--- src/rtl/floattofixed_pkg.sv ---
// ============================================================================
// Module : floattofixed_pkg
// Brief  : Shared constants, float-field widths and class encoding for the
//          float-to-Q2.26 converter.
// Rev    : 1.0  initial release
// ============================================================================
`default_nettype none

package floattofixed_pkg;

    localparam int DEFAULT_FIXED_W = 28;
    localparam int DEFAULT_FRAC_W  = 26;

    localparam int FP_BIAS   = 127;
    localparam int FP_EXP_W  = 8;
    localparam int FP_MANT_W = 23;
    localparam int FP_SIG_W  = FP_MANT_W + 1;

    localparam logic [DEFAULT_FIXED_W-1:0] FX_MAX = {1'b0, {(DEFAULT_FIXED_W-1){1'b1}}};
    localparam logic [DEFAULT_FIXED_W-1:0] FX_MIN = {1'b1, {(DEFAULT_FIXED_W-1){1'b0}}};

    typedef enum logic [2:0] {
        CLS_NORM = 3'd0,
        CLS_ZERO = 3'd1,
        CLS_BIG  = 3'd2,
        CLS_INF  = 3'd3,
        CLS_NAN  = 3'd4
    } fp_class_t;

endpackage

`default_nettype wire

--- src/rtl/fp_unpack.sv ---
// ============================================================================
// Module : fp_unpack
// Brief  : Combinational split of a single-precision float into sign,
//          significand, class and alignment shift for the fixed-point target.
// Rev    : 1.0  initial release
// ============================================================================
`default_nettype none

module fp_unpack
    import floattofixed_pkg::*;
#(
    parameter int FIXED_W = DEFAULT_FIXED_W,
    parameter int FRAC_W  = DEFAULT_FRAC_W
) (
    input  logic [31:0]          i_float,
    output logic                 o_sign,
    output fp_class_t            o_cls,
    output logic signed [8:0]    o_sh,
    output logic [FP_SIG_W-1:0]  o_sig,
    output logic                 o_negtwo
);

    // Largest unbiased exponent that still fits the integer part is one below this.
    localparam int c_big_e = FIXED_W - 1 - FRAC_W;

    logic [FP_EXP_W-1:0]  w_exp;
    logic [FP_MANT_W-1:0] w_mant;
    logic signed [8:0]    w_e;

    assign w_exp  = i_float[30:23];
    assign w_mant = i_float[22:0];
    assign w_e    = $signed({1'b0, w_exp}) - $signed(9'(FP_BIAS));

    assign o_sign = i_float[31];
    assign o_sig  = {1'b1, w_mant};
    assign o_sh   = 9'(int'(w_e) + FRAC_W - FP_MANT_W);

    // Exactly the most negative representable value: saturates without overflow.
    assign o_negtwo = i_float[31] && (int'(w_e) == c_big_e) && (w_mant == '0);

    always_comb begin
        o_cls = CLS_NORM;
        if (w_exp == '0) begin
            o_cls = CLS_ZERO;
        end else if (w_exp == {FP_EXP_W{1'b1}}) begin
            o_cls = (w_mant != '0) ? CLS_NAN : CLS_INF;
        end else if (int'(w_e) >= c_big_e) begin
            o_cls = CLS_BIG;
        end
    end

endmodule

`default_nettype wire

--- src/rtl/floattofixed.sv ---
// ============================================================================
// Module : floattofixed
// Brief  : Three-stage float32 to signed Q2.26 converter with clock enable,
//          valid tracking, truncation toward zero and saturation flags.
// Rev    : 1.0  initial release
// ============================================================================
`default_nettype none

module floattofixed
    import floattofixed_pkg::*;
#(
    parameter int FIXED_W = DEFAULT_FIXED_W,
    parameter int FRAC_W  = DEFAULT_FRAC_W
) (
    input  logic               clk,
    input  logic               reset,
    input  logic               clken,
    input  logic               in_valid,
    input  logic [31:0]        floatin,
    output logic               out_valid,
    output logic [FIXED_W-1:0] fixedout,
    output logic               ovf,
    output logic               nan
);

    localparam int c_mag_w   = FIXED_W - 1;
    localparam int c_max_lsh = c_mag_w - FP_SIG_W;
    localparam logic [FIXED_W-1:0] c_fx_max = {1'b0, {(FIXED_W-1){1'b1}}};
    localparam logic [FIXED_W-1:0] c_fx_min = {1'b1, {(FIXED_W-1){1'b0}}};

    // ---------------- S1: unpack / classify ----------------
    logic                w_sign;
    fp_class_t           w_cls;
    logic signed [8:0]   w_sh;
    logic [FP_SIG_W-1:0] w_sig;
    logic                w_negtwo;

    fp_unpack #(
        .FIXED_W (FIXED_W),
        .FRAC_W  (FRAC_W)
    ) u_unpack (
        .i_float  (floatin),
        .o_sign   (w_sign),
        .o_cls    (w_cls),
        .o_sh     (w_sh),
        .o_sig    (w_sig),
        .o_negtwo (w_negtwo)
    );

    logic                r1_valid;
    logic                r1_sign;
    fp_class_t           r1_cls;
    logic signed [8:0]   r1_sh;
    logic [FP_SIG_W-1:0] r1_sig;
    logic                r1_negtwo;

    always_ff @(posedge clk or posedge reset) begin
        if (reset) begin
            r1_valid  <= 1'b0;
            r1_sign   <= 1'b0;
            r1_cls    <= CLS_ZERO;
            r1_sh     <= '0;
            r1_sig    <= '0;
            r1_negtwo <= 1'b0;
        end else if (clken) begin
            r1_valid  <= in_valid;
            r1_sign   <= w_sign;
            r1_cls    <= w_cls;
            r1_sh     <= w_sh;
            r1_sig    <= w_sig;
            r1_negtwo <= w_negtwo;
        end
    end

    // ---------------- S2: align ----------------
    logic [c_mag_w-1:0] w_sig_ext;
    logic [8:0]         w_ramt;
    logic [c_mag_w-1:0] w_mag;

    assign w_sig_ext = c_mag_w'(r1_sig);
    assign w_ramt    = 9'(-r1_sh);

    // Out-of-range shift counts resolve to zero rather than wrapping.
    always_comb begin
        w_mag = '0;
        if (!r1_sh[8]) begin
            if (int'(r1_sh) <= c_max_lsh) begin
                w_mag = w_sig_ext << r1_sh;
            end
        end else if (w_ramt < 9'(FP_SIG_W)) begin
            w_mag = w_sig_ext >> w_ramt;
        end
    end

    logic               r2_valid;
    logic               r2_sign;
    fp_class_t          r2_cls;
    logic               r2_negtwo;
    logic [c_mag_w-1:0] r2_mag;

    always_ff @(posedge clk or posedge reset) begin
        if (reset) begin
            r2_valid  <= 1'b0;
            r2_sign   <= 1'b0;
            r2_cls    <= CLS_ZERO;
            r2_negtwo <= 1'b0;
            r2_mag    <= '0;
        end else if (clken) begin
            r2_valid  <= r1_valid;
            r2_sign   <= r1_sign;
            r2_cls    <= r1_cls;
            r2_negtwo <= r1_negtwo;
            r2_mag    <= w_mag;
        end
    end

    // ---------------- S3: sign / saturate ----------------
    logic [FIXED_W-1:0] w_mag_ext;
    logic [FIXED_W-1:0] w_fx;
    logic               w_ovf;
    logic               w_nan;

    assign w_mag_ext = {1'b0, r2_mag};

    always_comb begin
        w_fx  = '0;
        w_ovf = 1'b0;
        w_nan = 1'b0;
        case (r2_cls)
            CLS_NORM: w_fx = r2_sign ? -w_mag_ext : w_mag_ext;
            CLS_ZERO: w_fx = '0;
            CLS_BIG, CLS_INF: begin
                if (r2_negtwo) begin
                    w_fx = c_fx_min;
                end else begin
                    w_fx  = r2_sign ? c_fx_min : c_fx_max;
                    w_ovf = 1'b1;
                end
            end
            CLS_NAN:  w_nan = 1'b1;
            default:  w_fx = '0;
        endcase
    end

    logic               r3_valid;
    logic [FIXED_W-1:0] r3_fx;
    logic               r3_ovf;
    logic               r3_nan;

    always_ff @(posedge clk or posedge reset) begin
        if (reset) begin
            r3_valid <= 1'b0;
            r3_fx    <= '0;
            r3_ovf   <= 1'b0;
            r3_nan   <= 1'b0;
        end else if (clken) begin
            r3_valid <= r2_valid;
            r3_fx    <= w_fx;
            r3_ovf   <= w_ovf;
            r3_nan   <= w_nan;
        end
    end

    assign out_valid = r3_valid;
    assign fixedout  = r3_fx;
    assign ovf       = r3_ovf;
    assign nan       = r3_nan;

endmodule

`default_nettype wire

--- config.mk ---
export PLATFORM = sky130hd
export DESIGN_NAME = floattofixed
export DESIGN_NICKNAME = d
export VERILOG_FILES = /design/src/rtl/floattofixed_pkg.sv /design/src/rtl/fp_unpack.sv /design/src/rtl/floattofixed.sv
export SDC_FILE = /design/constraint.sdc
export NUM_CORES = 1
export LEC_CHECK = 0
export BUFFER_PORTS_ARGS = -buffer_cell sky130_fd_sc_hd__buf_2
export CORE_ASPECT_RATIO = 0.8
export CORE_MARGIN = 1
export CORE_UTILIZATION = 60
export CTS_BUF_LIST = sky130_fd_sc_hd__clkbuf_2
export DETAILED_ROUTE_END_ITERATION = 6
export PLACE_DENSITY = 0.8
export SYNTH_ARGS = -nofsm -noshare
export SYNTH_HDL_FRONTEND = slang
export SYNTH_SLANG_ARGS = --single-unit
export TNS_END_PERCENT = 50
--- constraint.sdc ---
create_clock -name clk -period 8.5 [get_ports clk]
set_input_delay 2.55 -clock clk [delete_from_list [all_inputs] [get_ports clk]]
set_output_delay 2.55 -clock clk [all_outputs]
set_load 0.01 [all_outputs]
==> results of run 1 <==
==> through the flow <==
| stage | std cells | hold WS, ns | setup slack (ns) | utilization |
|---|---|---|---|---|
| after global routing | 1032 | 0.538 | 4.30 | 0.656 |
| final | 1032 | 0.529 | 4.54 | 0.656 |
| after floorplan | 831 | 0.448 | 3.25 | - |
| after detailed placement | 1014 | 0.469 | 3.85 | 0.648 |
| after global placement | 1014 | 0.470 | 4.03 | 0.648 |
| after CTS | 1030 | 0.527 | 4.58 | 0.656 |
==> sequential cells by signal, indices dropped and copies added (netlist names) <==
register and cells:
r2_valid 1, fixedout 28, r2_negtwo 1, r1_sh 9, r2_mag 27, r1_valid 1, ovf 1, nan 1
r1_negtwo 1, r1_sign 1, out_valid 1, r1_sig 24, r2_sign 1, r1_cls 3, r2_cls 3
==> where the power goes <==
part / leakage (nW) / total [W] / internal (W) / switching (W)
clock network: 0.0646 / 0.000229 / 0.0000428 / 0.000186
registers: 1.29 / 0.000605 / 0.000541 / 0.0000641
logic: 2.11 / 0.000568 / 0.000238 / 0.000331
==> worst register-to-register path: stages (launching register included) <==
cell	delay, ns
dfrtp_2	0.40
buf_4	0.55
inv_2	0.51
ha_1	0.44
buf_4	0.38
mux2_2	0.45
mux2i_1	0.23
mux2_2	0.21
o2111ai_1	0.16
a221oi_1	0.43
a21oi_1	0.12
==> final cells by class <==
cell class | count | area share
multi-input cells | 636 | 0.574
flip-flops and latches | 103 | 0.322
repair buffers | 76 | 0.0509
well taps | 171 | 0.0267
inverters | 28 | 0.0134
clock inverters | 7 | 0.00687
clock buffers | 9 | 0.00562
diodes | 2 | 0.000625
==> kinds of logic (layout without fill, tap and decap cells) <==
kind of cell / Yosys count / after routing / share of synthesized area
compound gates: 237 / 237 / 0.202
simple gates: 228 / 228 / 0.153
mux: 127 / 127 / 0.199
flops: 103 / 103 / 0.341
buf+inv: 92 / 120 / 0.0503
xor+xnor: 38 / 38 / 0.0440
fa+ha+maj: 6 / 6 / 0.00994
other cells: 0 / 2 / 0
==> cells in the final DEF, fill, tap and decap left out, types with 9 or more instances in the layout <==
cell / Yosys / layout
xnor2_1: 23 / 23
clkbuf_2: 0 / 9
a21boi_0: 15 / 15
o211ai_1: 12 / 12
buf_4: 4 / 11
mux2i_1: 56 / 56
nor2_1: 55 / 55
nor4_1: 9 / 9
xor2_1: 15 / 15
nand3_1: 19 / 19
mux4_2: 13 / 13
o221ai_1: 9 / 9
nor3_1: 9 / 9
dfrtp_1: 101 / 100
a21oi_1: 65 / 65
o21ai_0: 58 / 58
buf_2: 16 / 65
mux2_2: 58 / 58
nand2_1: 80 / 80
inv_1: 26 / 25
o31ai_1: 10 / 10
==> routing by layer <==
layer  routed length (um)  global-route usage  up-vias
met2                 9270               0.519      353
li1                     -                   -     3096
met4                  438              0.0971        0
met5                    0                   0        -
met3                 1700              0.0717       56
met1                 8850               0.458     3297
==> worst paths after layout <==
| path | from | to | slack [ns] | depth (start not counted) |
|---|---|---|---|---|
| min in group asynchronous | reset | r1_sig[19] | 1.80 | 2 |
| worst max register to register | r1_sh[0] | r2_mag[3] | 4.54 | 10 |
| max in group asynchronous | reset | r1_sh[8] | 5.46 | 3 |
| worst min-delay path | fixedout[9] | fixedout[9] | 0.53 | 1 |
| worst max-delay path | r1_sh[0] | r2_mag[3] | 4.54 | 10 |
| worst min register to register | fixedout[9] | fixedout[9] | 0.53 | 1 |
==> results by group, run 1 <==
Power
  – Leakage: 3.46 nW
  – Worst vdd ir: 0.000120 V
  – Pwr dens: 175 mW/mm2
  – Design Power: 0.00140 W

Clock tree
  – Postcts setup bufs: 0
  – Clock Tree Buf Depth: 2
  – CTS tree: built
  – Root buffer cell: clkbuf_2
  – # hold bufs at CTS: 0
  – Clock buffer count from CTS: 9
  – Worst skew pair latency: 0.69 ns
  – CTS H-tree lvls: 3
  – Clock slew at reported path FFs: 0.30 ns
  – Post-CTS sizing: 0
  – Clock sinks: 103

STA
  – Worst-margin pin slew: 1.20 ns
  – Final setup violation count: 0
  – Unrepaired setup endpoints after global routing: no
  – Clock skew: 0.0234 ns
  – Maximum clock rate: 253 MHz
  – Setup TNS: 0 ns
  – Final Hold Fails: 0
  – Final Critical Period: 3.96 ns
  – Max Slew Vio Count: 0
  – Tcrit/Tclk final: 0.465
  – Slew HR: 0.190

Yosys
  – Asr flop ratio synth: 1.00
  – Ys Warns: 0
  – Seq/Total Area, Yosys: 0.341
  – Area contributors post-synth: dfrtp_1 (33%), mux2_2 (8.6%), mux2i_1 (7.4%), a21oi_1 (4.3%), nand2_1 (4.0%)
  – Post-synth EDFFs: 0
  – Synth Cell Area: 0.00756 mm2
  – Most common cell in the netlist: dfrtp_1
  – Avg Inst Size Synth: 9.09 um2
  – Synth cell count leaders: dfrtp_1 (101), nand2_1 (80), a21oi_1 (65)
  – Synth unique cells: 77
  – Yosys reg bits: 103
  – Synth top area share: 0.334
  – Syn nets: 873
  – Mapped Cells: 831
  – Area leader, netlist: dfrtp_1
  – Primary FF master, synth: dfrtp_1

Route
  – DR iter-0 viols: 896
  – DR pass1 iterations: 5
  – Total number of vias: 6802
  – DRC Markers: 0
  – Post-DR wirelength/cell: 19.6 um
  – Routed vias/inst: 6.59
  – WL final: 20300 um
  – ANT nets after route: 0

Critical path
  – CP delay by family, top: buffers and inverters
  – CP max-delay cell: buf_4
  – Critical Path AT: 4.55 ns
  – WP data required: 9.09 ns
  – Critical path endpoint category: flop
  – Critical Path Source Type: flop
  – Crit-path max cell delay: 0.55 ns
  – CP cell instances: buf_4 -> inv_2 -> ha_1 -> buf_4 -> mux2_2 -> mux2i_1 -> mux2_2 -> o2111ai_1 -> a221oi_1 -> a21oi_1
  – Worst path bufs/invs: 3
  – Critical path type: flop to flop
  – CP max FO: 60

Final layout
  – Share of post-route cells with drive strength above 1: 0.220
  – Syn-to-layout area delta: 6.03%
  – Number of fill cells: 1006
  – Fin nets: 896
  – FF/Latch Area: 0.00258 mm2
  – Design area: 0.00801 mm2
  – Multi-input logic area: 0.00460 mm2

Global routing
  – Total GRT Usage: 0.329
  – Vias in the first global route: 6377
  – Pin count of the biggest net entering global routing: 73
  – Initial antenna violation count: 2
  – First-pass GRT wire length: 33300 um
  – GRT overflow: 0

Placement
  – Routability Congestion: 0.985
  – DP HPWL: 14800 um
  – Port bufs: 66
  – Area post-placement: 0.00791 mm2

Die
  – Die height: 102 um
  – FP Rows: 36
  – Die W: 127 um
  – Starting Density: 0.619
  – Core footprint: 0.0122 mm2
  – Ports: 67
  – Die area: 0.0130 mm2

Run
  – Max_cap viols: 0

Status
  – Status: finished clean

Hold path
  – Worst min path class: flop to flop
Power figures use the tool's default switching activity.
==> inputs of run 2 (changes only) <==
CORE_UTILIZATION = 57   (was 60)
clock period = 3.5 ns   (was 8.5 ns; I/O delays follow)
==> results by group, run 2 (synthesized netlist as in run 1, its figures left out) <==
Status
  – Status: finished clean (unchanged)

Clock tree
  – CTS H-tree lvls: 3 (unchanged)
  – Post-CTS sizing: 0 (unchanged)
  – Clock sinks: 103 (unchanged)
  – Clock slew at reported path FFs: 0.34 ns (was 0.30 ns)
  – Clock buffer count from CTS: 9 (unchanged)
  – Postcts setup bufs: 0 (unchanged)
  – Clock Tree Buf Depth: 2 (unchanged)
  – Worst skew pair latency: 0.67 ns (was 0.69 ns)
  – Root buffer cell: clkbuf_2 (unchanged)
  – # hold bufs at CTS: 0 (unchanged)
  – CTS tree: built (unchanged)

Critical path
  – Critical path type: flop to flop (unchanged)
  – WP data required: 4.10 ns (was 9.09 ns)
  – Critical Path Source Type: flop (unchanged)
  – Worst path bufs/invs: 1 (was 3)
  – CP max FO: 9 (was 60)
  – CP delay by family, top: simple AND/OR/NAND/NOR gates (was buffers and inverters)
  – Critical path endpoint category: flop (unchanged)
  – Crit-path max cell delay: 0.57 ns (was 0.55 ns)
  – CP cell instances: inv_2 -> ha_1 -> nor3b_1 -> a2bb2oi_1 -> a311oi_2 -> and2_1 -> a221oi_1 -> nor2_1 (was buf_4 -> inv_2 -> ha_1 -> buf_4 -> mux2_2 -> mux2i_1 -> mux2_2 -> o2111ai_1 -> a221oi_1 -> a21oi_1)
  – Critical Path AT: 3.32 ns (was 4.55 ns)
  – CP max-delay cell: nor3b_1 (was buf_4)

Power
  – Clock Power Share: 0.168 (was 0.163)
  – Sw Share: 0.409 (was 0.414)
  – Pwr dens: 422 mW/mm2 (was 175 mW/mm2)
  – Leakage: 3.52 nW (was 3.46 nW)
  – Cell-internal power: 0.00202 W (was 0.000821 W)
  – Worst vdd ir: 0.000319 V (was 0.000120 V)
  – Psw: 0.00140 W (was 0.000581 W)
  – Reg power frac: 0.420 (was 0.432)
  – Comb pwr share: 0.412 (was 0.405)

Die
  – Die W: 131 um (was 127 um)
  – Die area: 0.0137 mm2 (was 0.0130 mm2)
  – Starting Density: 0.585 (was 0.619)
  – Core footprint: 0.0129 mm2 (was 0.0122 mm2)
  – Ports: 67 (unchanged)
  – Die height: 105 um (was 102 um)
  – FP Rows: 37 (was 36)

STA
  – Final Critical Period: 2.73 ns (was 3.96 ns)
  – Maximum clock rate: 367 MHz (was 253 MHz)
  – Final Hold Fails: 0 (unchanged)
  – Setup TNS: 0 ns (unchanged)
  – Tcrit/Tclk final: 0.779 (was 0.465)
  – Clock skew: 0.0642 ns (was 0.0234 ns)
  – Max Slew Vio Count: 0 (unchanged)
  – Slew HR: 0.368 (was 0.190)
  – Unrepaired setup endpoints after global routing: no (unchanged)
  – Final setup violation count: 0 (unchanged)
  – Worst-margin pin slew: 0.945 ns (was 1.20 ns)

Final layout
  – Syn-to-layout area delta: 7.40% (was 6.03%)
  – Share of post-route cells with drive strength above 1: 0.230 (was 0.220)
  – Design area: 0.00812 mm2 (was 0.00801 mm2)
  – Fin nets: 907 (was 896)
  – Number of fill cells: 1101 (was 1006)
  – Commonest cells after routing, fill and taps aside: dfrtp_1 (100), nand2_1 (80), a21oi_1 (65), buf_2 (65) (unchanged)
  – Multi-input logic area: 0.00460 mm2 (unchanged)
  – Commonest non-fill, non-tap cell in the layout: dfrtp_1 (unchanged)
  – Antenna diodes: 0 (was 2)
  – Number of flip-flops under the largest register name: 28 (unchanged)
  – FF/Latch Area: 0.00258 mm2 (unchanged)

Route
  – Routed vias/inst: 6.39 (was 6.59)
  – DR pass1 iterations: 5 (unchanged)
  – Post-DR wirelength/cell: 18.8 um (was 19.6 um)
  – WL final: 19600 um (was 20300 um)
  – DR iter-0 viols: 770 (was 896)
  – ANT nets after route: 0 (unchanged)
  – DRC Markers: 0 (unchanged)
  – Total number of vias: 6677 (was 6802)

Placement
  – Area post-placement: 0.00801 mm2 (was 0.00791 mm2)
  – Port bufs: 66 (unchanged)
  – DP HPWL: 14300 um (was 14800 um)
  – Routability Congestion: 0.968 (was 0.985)

Global routing
  – Initial antenna violation count: 0 (was 2)
  – Total GRT Usage: 0.303 (was 0.329)
  – Pin count of the biggest net entering global routing: 75 (was 73)
  – GRT overflow: 0 (unchanged)
  – Vias in the first global route: 6249 (was 6377)
  – First-pass GRT wire length: 32300 um (was 33300 um)

Hold path
  – Worst min path class: input pin to async pin (was flop to flop)

Run
  – Max_cap viols: 0 (unchanged)
## run 2: final timing paths
| path | start | to | slack (ns) | cells after the start |
|---|---|---|---|---|
| max | r1_sh[0] | r2_mag[22] | 0.77 | 8 |
| max reg2reg | r1_sh[0] | r2_mag[22] | 0.77 | 8 |
| max in group asynchronous | reset | r2_cls[0] | 2.19 | 3 |
| min in group clk | r1_cls[2] | r1_cls[2] | 0.52 | 2 |
| min reg2reg | r1_cls[2] | r1_cls[2] | 0.52 | 2 |
| min | reset | r1_sig[17] | 0.41 | 2 |
## run 2: area by class of cell
cell class / instances / area share
repair buffers: 87 / 0.0620
multi-input cells: 636 / 0.566
well taps: 175 / 0.0270
inverters: 28 / 0.0134
flip-flops and latches: 103 / 0.318
clock buffers: 9 / 0.00555
clock inverters: 7 / 0.00771
## run 2: per-stage QoR
step	util	hold WS, ns	total power (W)	std cells	worst slack, ns
2_1_floorplan	-	0.448	0.00245	831	0.243
3_3_place_gp	0.620	0.468	0.00281	1029	0.675
3_5_place_dp	0.620	0.472	0.00283	1029	0.607
4_1_cts	0.628	0.414	0.00341	1045	0.777
5_1_grt	0.628	0.425	0.00362	1045	0.587
6_report	0.628	0.408	0.00342	1045	0.774
## run 2: power by group through the flow
stage | registers [W] | clock network [W] | logic [W]
3_3_place_gp | 0.00145 | 0 | 0.00135
5_1_grt | 0.00146 | 0.000631 | 0.00153
4_1_cts | 0.00144 | 0.000587 | 0.00138
6_report | 0.00144 | 0.000575 | 0.00141
2_1_floorplan | 0.00145 | 0 | 0.000998
3_5_place_dp | 0.00146 | 0 | 0.00138
## run 2: per-layer routing
metal / part of all wire / routed length, um / global-route usage / up-vias
met4: 0.029 / 562 / 0.0977 / 0
met5: 0 / 0 / 0 / -
met2: 0.45 / 8800 / 0.450 / 299
met3: 0.079 / 1550 / 0.0635 / 46
li1: - / - / - / 3120
met1: 0.44 / 8720 / 0.438 / 3212
==> inputs of run 3 (changes only) <==
CORE_UTILIZATION = 60   (was 57)
clock period = 2.7 ns   (was 3.5 ns; I/O delays follow)
==> results by group, run 3 (synthesized netlist as in run 1, its figures left out) <==
Critical path
  – Reg2Reg Depth: 8 (unchanged)
  – Critical Path Source Type: flop (unchanged)
  – Flop2flop setup slack: 0.14 ns (was 0.77 ns)
  – Critical Path AT: 3.10 ns (was 3.32 ns)
  – Critical path type: flop to flop (unchanged)
  – Worst R2R End: r2_mag[10] (was r2_mag[22])
  – WP data required: 3.25 ns (was 4.10 ns)
  – CP max FO: 28 (was 9)
  – Critical path endpoint category: flop (unchanged)
  – Worst flop-to-flop path startpoint: r1_sh[1] (was r1_sh[0])

Clock tree
  – Clock sinks: 103 (unchanged)
  – CTS tree: built (unchanged)
  – Clock Tree Buf Depth: 2 (unchanged)
  – # hold bufs at CTS: 0 (unchanged)
  – CTS H-tree lvls: 3 (unchanged)
  – Worst skew pair latency: 0.63 ns (was 0.67 ns)
  – Clock buffer count from CTS: 9 (unchanged)
  – Root buffer cell: clkbuf_2 (unchanged)
  – Clock slew at reported path FFs: 0.29 ns (was 0.34 ns)

Hold path
  – Worst min path class: input pin to async pin (unchanged)

STA
  – Setup TNS: 0 ns (unchanged)
  – Tcrit/Tclk final: 0.947 (was 0.779)
  – Slew HR: 0.489 (was 0.368)
  – Max Slew Vio Count: 0 (unchanged)
  – Maximum clock rate: 391 MHz (was 367 MHz)
  – Final Hold Fails: 0 (unchanged)
  – Final Critical Period: 2.56 ns (was 2.73 ns)
  – Unrepaired setup endpoints after global routing: no (unchanged)
  – Clock skew: 0.0201 ns (was 0.0642 ns)
  – Worst-margin pin slew: 0.767 ns (was 0.945 ns)
  – Final setup violation count: 0 (unchanged)

Die
  – FP Rows: 36 (was 37)
  – Core footprint: 0.0122 mm2 (was 0.0129 mm2)
  – Die W: 127 um (was 131 um)
  – Starting Density: 0.619 (was 0.585)
  – Ports: 67 (unchanged)
  – Die height: 102 um (was 105 um)
  – Die area: 0.0130 mm2 (was 0.0137 mm2)

Final layout
  – Number of fill cells: 974 (was 1101)
  – Antenna diodes: 0 (unchanged)
  – Fin nets: 927 (was 907)
  – Commonest cells after routing, fill and taps aside: dfrtp_1 (100), nand2_1 (80), a21oi_1 (65), buf_2 (65) (unchanged)
  – Design area: 0.00833 mm2 (was 0.00812 mm2)
  – Number of flip-flops under the largest register name: 28 (unchanged)
  – Syn-to-layout area delta: 10.3% (was 7.40%)
  – Share of post-route cells with drive strength above 1: 0.248 (was 0.230)
  – Multi-input logic area: 0.00460 mm2 (about the same)
  – Commonest non-fill, non-tap cell in the layout: dfrtp_1 (unchanged)
  – FF/Latch Area: 0.00258 mm2 (unchanged)
  – Non-Filler Instances: 1061 (was 1045)

Status
  – Status: finished clean (unchanged)

Global routing
  – Initial antenna violation count: 0 (unchanged)
  – First-pass GRT wire length: 34800 um (was 32300 um)
  – Total GRT Usage: 0.351 (was 0.303)
  – GRT overflow: 0 (unchanged)
  – Vias in the first global route: 6443 (was 6249)
  – Pin count of the biggest net entering global routing: 74 (was 75)

Power
  – Pwr dens: 562 mW/mm2 (was 422 mW/mm2)
  – Worst vdd ir: 0.000367 V (was 0.000319 V)
  – Design Power: 0.00468 W (was 0.00342 W)
  – Leakage: 3.65 nW (was 3.52 nW)

Placement
  – Placed insts: 1043 (was 1029)
  – Area post-placement: 0.00818 mm2 (was 0.00801 mm2)
  – DP HPWL: 16300 um (was 14300 um)
  – Port bufs: 66 (unchanged)
  – Routability Congestion: 0.958 (was 0.968)

Route
  – Post-DR wirelength/cell: 20.5 um (was 18.8 um)
  – Routed vias/inst: 6.48 (was 6.39)
  – WL final: 21800 um (was 19600 um)
  – ANT nets after route: 0 (unchanged)
  – DRC Markers: 0 (unchanged)
  – DR iter-0 viols: 739 (was 770)
  – DR pass1 iterations: 7 (was 5)
  – Total number of vias: 6880 (was 6677)

Run
  – Max_cap viols: 0 (unchanged)
-- run 3: cell types whose count changed in the layout (fill, tap and decap cells not counted) --
cell / delta
buf_12: +3
buf_4: +17
bufinv_16: +2
clkinv_2: +2
clkinv_4: -1
ha_1: -1
ha_2: +1
inv_6: -2
inv_8: -1
-- run 3: how the worst max path moves through the flow --
stage | startpoint | end | slack, ns | cells past startpoint
2_1_floorplan | r1_sh[0] | r2_mag[16] | -0.56 | 13
3_5_place_dp | floatin[23] | r1_sh[7] | 0.02 | 9
3_3_place_gp | floatin[23] | r1_sh[7] | 0.12 | 9
6_report | r1_sh[1] | r2_mag[10] | 0.14 | 8
4_1_cts | r1_sh[0] | r2_mag[22] | 0.05 | 9
5_1_grt | r1_sh[0] | r2_mag[6] | 0.01 | 8
-- run 3: area by class of cell --
class	instances	area share
clock buffer	9	0.00541
clock inverter	7	0.0114
inverter	28	0.0131
multi-input combinational	636	0.552
sequential	103	0.310
tap	171	0.0257
timing repair buffer	107	0.0829
-- run 3: metrics by stage --
stage                      util  worst slack, ns  hold WS, ns
after CTS                 0.681           0.0530       0.0737
after floorplan               -           -0.557        0.448
final                     0.683            0.143       0.0971
after global placement    0.670            0.124        0.472
after detailed placement  0.670           0.0176        0.472
after global routing      0.683           0.0105       0.0821
-- run 3: worst max-delay path, stage by stage, from the launching register on --
cell and delay, ns:
dfrtp_1 0.41, buf_4 0.19, buf_4 0.41, mux2i_1 0.47, mux2i_1 0.28, mux2i_1 0.20, o22ai_1 0.16, a32oi_1 0.23
o21ai_0 0.12
-- run 3: repair_timing --
action,in CTS,in global routing
setup buffers,0,2
setup endpoints to repair,0,18
resized for setup,0,1
-- run 3: where the power goes --
part           leakage [nW]  switching (W)  total (W)  internal [W]
Sequential             1.29       0.000170    0.00187       0.00170
Combinational          2.28        0.00111    0.00194      0.000836
Clock                0.0823       0.000558   0.000866      0.000308
Total                  3.65        0.00184    0.00468       0.00285
-- run 3: per-layer routing --
layer | global-route usage | share of wire | wire (um) | vias up
met2 | 0.557 | 0.46 | 9900 | 291
li1 | - | - | - | 3166
met4 | 0.128 | 0.030 | 645 | 0
met3 | 0.0780 | 0.076 | 1650 | 52
met5 | 0 | 0 | 0 | -
met1 | 0.476 | 0.44 | 9550 | 3371
